### config.mk
export PLATFORM = sky130hd
export DESIGN_NAME = train_sequencer
export DESIGN_NICKNAME = d
export VERILOG_FILES = /design/src/rtl/train_sequencer.sv
export SDC_FILE = /design/constraint.sdc
export NUM_CORES = 1
export LEC_CHECK = 0
export ABC_AREA = 1
export CORE_MARGIN = 4
export CORE_UTILIZATION = 54
export DETAILED_ROUTE_END_ITERATION = 8
export PLACE_DENSITY = 0.92
export SLEW_MARGIN = 20
export SYNTH_ARGS = -nofsm -noshare
export SYNTH_HDL_FRONTEND = slang
export SYNTH_SLANG_ARGS = --single-unit
### constraint.sdc
create_clock -name clock -period 10.37 [get_ports clock]
set_clock_uncertainty 0.2 [all_clocks]
set_input_delay 1.5555 -clock clock [delete_from_list [all_inputs] [get_ports clock]]
set_output_delay 1.5555 -clock clock [all_outputs]
set_load 0.01 [all_outputs]
### src/rtl/train_sequencer.sv
// Training/inference sequencer: fetches samples, hands them to a neuron, turns results
// into errors and per-epoch absolute-error loss, and walks the epoch/sample loop.
module train_sequencer #(
  parameter int N       = 2,
  parameter int SAMPLES = 4,
  parameter int EPOCHS  = 16
) (
  input  logic              clock,
  input  logic              reset,
  input  logic              start,
  input  logic              mode,
  output logic              busy,
  output logic              done,
  input  logic              sample_valid,
  input  logic [N*8-1:0]    sample_argument,
  input  logic [15:0]       sample_target,
  output logic              sample_ready,
  output logic              train,
  output logic              argument_valid,
  output logic [N*8-1:0]    argument_data,
  input  logic              argument_ready,
  input  logic              result_valid,
  input  logic [15:0]       result_data,
  output logic              result_ready,
  output logic              error_valid,
  output logic [15:0]       error_data,
  input  logic              error_ready,
  input  logic              propagate_valid,
  input  logic [N*16-1:0]   propagate_data,
  output logic              propagate_ready,
  output logic              loss_valid,
  output logic [23:0]       loss_data,
  input  logic              loss_ready
);

  typedef enum logic [2:0] {
    IDLE,
    FETCH,
    ARG,
    RES,
    ERR,
    PRP,
    NEXT,
    LOSS
  } state_t;

  localparam int SW = (SAMPLES > 1) ? $clog2(SAMPLES) : 1;
  localparam int EW = $clog2(EPOCHS + 1);
  localparam logic [SW-1:0] LAST_SAMPLE = SW'(SAMPLES - 1);
  localparam logic [EW-1:0] EPOCH_COUNT = EW'(EPOCHS);

  state_t        state;
  logic [SW-1:0] sample_count;
  logic [EW-1:0] epoch_count;
  logic [EW-1:0] epoch_inc;
  logic [15:0]   target_q;
  logic [23:0]   loss_acc;
  logic [16:0]   diff;
  logic [15:0]   error_next;
  logic [16:0]   error_mag;
  logic [24:0]   loss_sum;
  logic [23:0]   loss_next;
  logic          propagate_unused;

  // The neuron's gradient is not needed here; it is only consumed to complete the handshake.
  assign propagate_unused = ^propagate_data;

  assign loss_data = loss_acc;
  assign epoch_inc = epoch_count + EW'(1);
  assign diff      = {target_q[15], target_q} - {result_data[15], result_data};

  // Saturate the 17-bit difference into 16 bits, then take its magnitude (|-32768| = 32768).
  always_comb begin
    error_next = diff[15:0];
    if (diff[16] != diff[15]) begin
      error_next = diff[16] ? 16'h8000 : 16'h7FFF;
    end
    error_mag = error_next[15] ? (17'd0 - {1'b1, error_next}) : {1'b0, error_next};
    loss_sum  = {1'b0, loss_acc} + {8'd0, error_mag};
    loss_next = loss_sum[24] ? 24'hFFFFFF : loss_sum[23:0];
  end

  always_ff @(posedge clock) begin
    if (reset) begin
      state           <= IDLE;
      busy            <= 1'b0;
      done            <= 1'b0;
      train           <= 1'b0;
      sample_ready    <= 1'b0;
      argument_valid  <= 1'b0;
      result_ready    <= 1'b0;
      error_valid     <= 1'b0;
      propagate_ready <= 1'b0;
      loss_valid      <= 1'b0;
      argument_data   <= '0;
      target_q        <= '0;
      error_data      <= '0;
      loss_acc        <= '0;
      sample_count    <= '0;
      epoch_count     <= '0;
    end else begin
      done <= 1'b0;
      case (state)
        IDLE: begin
          if (start) begin
            train        <= mode;
            sample_count <= '0;
            epoch_count  <= '0;
            loss_acc     <= '0;
            busy         <= 1'b1;
            sample_ready <= 1'b1;
            state        <= FETCH;
          end
        end
        FETCH: begin
          if (sample_valid && sample_ready) begin
            argument_data  <= sample_argument;
            target_q       <= sample_target;
            sample_ready   <= 1'b0;
            argument_valid <= 1'b1;
            state          <= ARG;
          end
        end
        ARG: begin
          if (argument_valid && argument_ready) begin
            argument_valid <= 1'b0;
            result_ready   <= 1'b1;
            state          <= RES;
          end
        end
        RES: begin
          if (result_valid && result_ready) begin
            error_data   <= error_next;
            loss_acc     <= loss_next;
            result_ready <= 1'b0;
            if (train) begin
              error_valid <= 1'b1;
              state       <= ERR;
            end else begin
              state <= NEXT;
            end
          end
        end
        ERR: begin
          if (error_valid && error_ready) begin
            error_valid     <= 1'b0;
            propagate_ready <= 1'b1;
            state           <= PRP;
          end
        end
        PRP: begin
          if (propagate_valid && propagate_ready) begin
            propagate_ready <= 1'b0;
            state           <= NEXT;
          end
        end
        NEXT: begin
          if (sample_count < LAST_SAMPLE) begin
            sample_count <= sample_count + SW'(1);
            sample_ready <= 1'b1;
            state        <= FETCH;
          end else begin
            sample_count <= '0;
            loss_valid   <= 1'b1;
            state        <= LOSS;
          end
        end
        LOSS: begin
          if (loss_valid && loss_ready) begin
            loss_valid  <= 1'b0;
            loss_acc    <= '0;
            epoch_count <= epoch_inc;
            if (epoch_inc == EPOCH_COUNT) begin
              done  <= 1'b1;
              busy  <= 1'b0;
              state <= IDLE;
            end else begin
              sample_ready <= 1'b1;
              state        <= FETCH;
            end
          end
        end
        default: state <= IDLE;
      endcase
    end
  end

endmodule

==> results_dict.tcl <==
set metrics [dict create \
    outcome "completed" \
    cts_buffers 9 \
    grtUsageTotal 0.246 \
    max_freq_mhz 133 \
    dieArea_mm2 0.0133 \
    setup_tns_ns 0 \
    n_antenna_cell 0 \
    n_fill_cell 925 \
    critPathArrivalTime_ns 7.61 \
    finalSetupViolCount 0 \
    rows 38 \
    viasPerCell 5.25 \
    syn_avg_cell_area_um2 6.39 \
    drv_slew 0 \
    peakVddDrop_mv 0.169 \
    hold_viol_final 0 \
    synth_area_leaders "dfxtp_1 (29%), nand2_1 (14%), nor2_1 (8.7%), ha_1 (7.7%), inv_1 (7.2%)" \
    io_buffers 122 \
    drtAntennaViolNets 0 \
    final_net_count 1207 \
    overflow 0 \
    relSlewSlack 0.283 \
    cts.root.buffer_cell "clkbuf_16" \
    crit_top_cell "nand2_1" \
    cts_resized 0 \
    synthCells 970 \
    yosys.area.top_type "dfxtp_1" \
    post-route-min-period_ns 7.53 \
    area_growth_pct 25.2 \
    synth_seq_cells 91 \
    drc 0 \
    drv_cap 0 \
    placed_cells 1206 \
    drive_gt1_frac 0.0453 \
    worstPathMaxFanout 23 \
    post-cts-setup-buffer-count 0 \
    syn_area_mm2 0.00620 \
    switching_share 0.433 \
    total_leakage_power_nw 3.69 \
    grt_max_degree 50 \
    yosys_warnings 0 \
    clock_latency_ns 0.36 \
    p_per_area_mw_per_mm2 183 \
    antenna_found_initial 0 \
    ys_seq_area_frac 0.294 \
    rsz0062_at_grt "no" \
    criticalPathCategory "primary input to flop" \
    fp.dieW_um 115 \
    setup_slack_ns 2.84 \
    drtPass1Iterations 5 \
    yosysTopAreaCellShare 0.294 \
    period_share 0.727 \
    crit_required_ns 10.44 \
    pin_count 155 \
    async_reset_ff_frac 0 \
    synth_edf_count 0 \
    synth_cell_types 47 \
    grt_pass1_vias 6024 \
    grt_first_pass_wirelength_mm 26.8 \
    hold_path_class "flop to flop" \
    worst_pin_slew_ns 1.07 \
    synth-main-ff-cell "dfxtp_1" \
    seqPwrFrac 0.278 \
    htree_levels 3 \
    critical_path.max_stage_delay_ns 0.45 \
    cp-start-kind "primary input" \
    cts_tree "yes" \
    post_drt_wl_per_cell_um 13.0 \
    power.share.clock 0.223 \
    cp_slowest_cell "clkdlybuf4s50_1" \
    cp-end-kind "flop" \
    holdBufCountCts 0 \
    cts.clk_slew.worst_paths_ns 0.07 \
    core_area_mm2 0.0110 \
    die_y_um 115 \
    cts.path.max_buffers 2 \
    initial_core_util 0.562 \
    post-place-ws_ns 2.54 \
    gp_congestion 0.923 \
    p_int_w 0.000805 \
    p_sw_w 0.000615 \
    synth_fp_nets 1100 \
    dp_hpwl_mm 12.0 \
    routed_wirelength_mm 15.9 \
    dr_total_vias 6410 \
    fin_cells 1222 \
    drtIter0Drc 496 \
    p_comb_frac 0.499 \
    clock-sinks 91 \
]
-- flip-flops by register name, summed over array words and instances, names as in the netlist --
| name | flops |
|---|---|
| error_data | 16 |
| loss_data | 24 |
| state | 3 |
| train | 1 |
| target_q | 16 |
| argument_data | 16 |
| argument_valid | 1 |
| sample_ready | 1 |
| loss_valid | 1 |
| busy | 1 |
| error_valid | 1 |
| sample_count | 2 |
| done | 1 |
| propagate_ready | 1 |
| epoch_count | 5 |
| result_ready | 1 |
-- critical path: cells and delay by family --
family                     cells  cell delay (ns)
and+or+nand+nor               22             2.93
adders and majority gates      4             1.30
buffers and inverters          7             1.02
AOI/OAI and AO/OA              3             0.56
xor gates and xnor gates       1             0.22
-- area by class of cell --
cell class / instances / area, um^2 / share of cell area
clock buffers: 12 / 246 / 0.0318
clock inverters: 4 / 32.5 / 0.00419
inverters: 123 / 462 / 0.0595
multi-input cells: 727 / 3780 / 0.487
flip-flops and latches: 91 / 1820 / 0.235
well taps: 140 / 175 / 0.0226
repair buffers: 125 / 1240 / 0.160
-- kinds of logic (layout without fill, tap and decap cells) --
family / Yosys count / in the layout / share of synthesized area
adders and majority gates: 40 / 40 / 0.0832
DFF: 91 / 91 / 0.294
and+or+nand+nor: 485 / 485 / 0.336
buffers and inverters: 152 / 264 / 0.0973
other: 1 / 1 / 0.000605
AOI/OAI and AO/OA: 176 / 176 / 0.153
xor gates and xnor gates: 25 / 25 / 0.0353
-- power by group through the flow --
stage | sequential [W] | clock (W) | combinational, W
global placement | 0.000401 | 0 | 0.000684
global route | 0.000397 | 0.000336 | 0.000800
floorplan | 0.000403 | 0 | 0.000544
CTS | 0.000394 | 0.000319 | 0.000703
detailed placement | 0.000401 | 0 | 0.000698
finish | 0.000395 | 0.000316 | 0.000709
-- synthesized netlist by cell type, types with 2 or more instances --
library cell,n
inv_1,119
xnor2_1,11
ha_1,38
nand4_1,5
nand2_2,11
fa_1,2
dfxtp_1,91
nand2_1,234
o21ai_0,69
clkbuf_1,17
buf_2,7
a21oi_1,78
a21o_1,4
xor2_1,14
nand3_1,58
nor2_4,3
or2_1,2
nand3_2,4
nor3_1,8
o211ai_1,9
or2_2,4
nand3_4,2
nand3b_1,5
and2_1,2
o21ai_1,5
nor2_1,143
inv_2,3
buf_1,3
-- metrics by stage --
| step | power [W] | instance area [um^2] | hold slack, ns | utilization |
|---|---|---|---|---|
| finish | 0.00142 | 7760 | 0.265 | 0.703 |
| detailed placement | 0.00110 | 7480 | 0.258 | 0.678 |
| CTS | 0.00142 | 7760 | 0.268 | 0.703 |
| global route | 0.00153 | 7760 | 0.294 | 0.703 |
| global placement | 0.00109 | 7480 | 0.255 | 0.678 |
| floorplan | 0.000947 | 6200 | 0.233 | - |
-- per-layer routing --
metal | up-vias | global-route usage | part of all wire
li1 | 3327 | - | -
met1 | 2854 | 0.296 | 0.43
met2 | 215 | 0.417 | 0.47
met3 | 14 | 0.0900 | 0.087
met4 | 0 | 0.0626 | 0.012
met5 | - | 0 | 0
-- path summary, 6_finish.rpt --
check                 startpoint             to  slack (ns)  cells after the start
setup reg to reg     target_q[8]  loss_data[16]        4.22                     35
hold / removal              busy           busy        0.26                      2
setup / recovery  result_data[8]  loss_data[16]        2.84                     37
hold reg to reg             busy           busy        0.26                      2
-- cell usage in the layout (no fill, tap or decap), types with 8 or more instances in the layout --
master and n:
xor2_1 14, nor3_1 8, clkdlybuf4s50_1 122, nor2_1 142, a21oi_1 78, o21ai_0 69, nand2_2 11, nand2_1 234
xnor2_1 11, inv_1 119, ha_1 38, nand3_1 58, clkbuf_16 9, o211ai_1 9, dfxtp_1 91
Note: power is estimated with default switching activity, not from simulation.
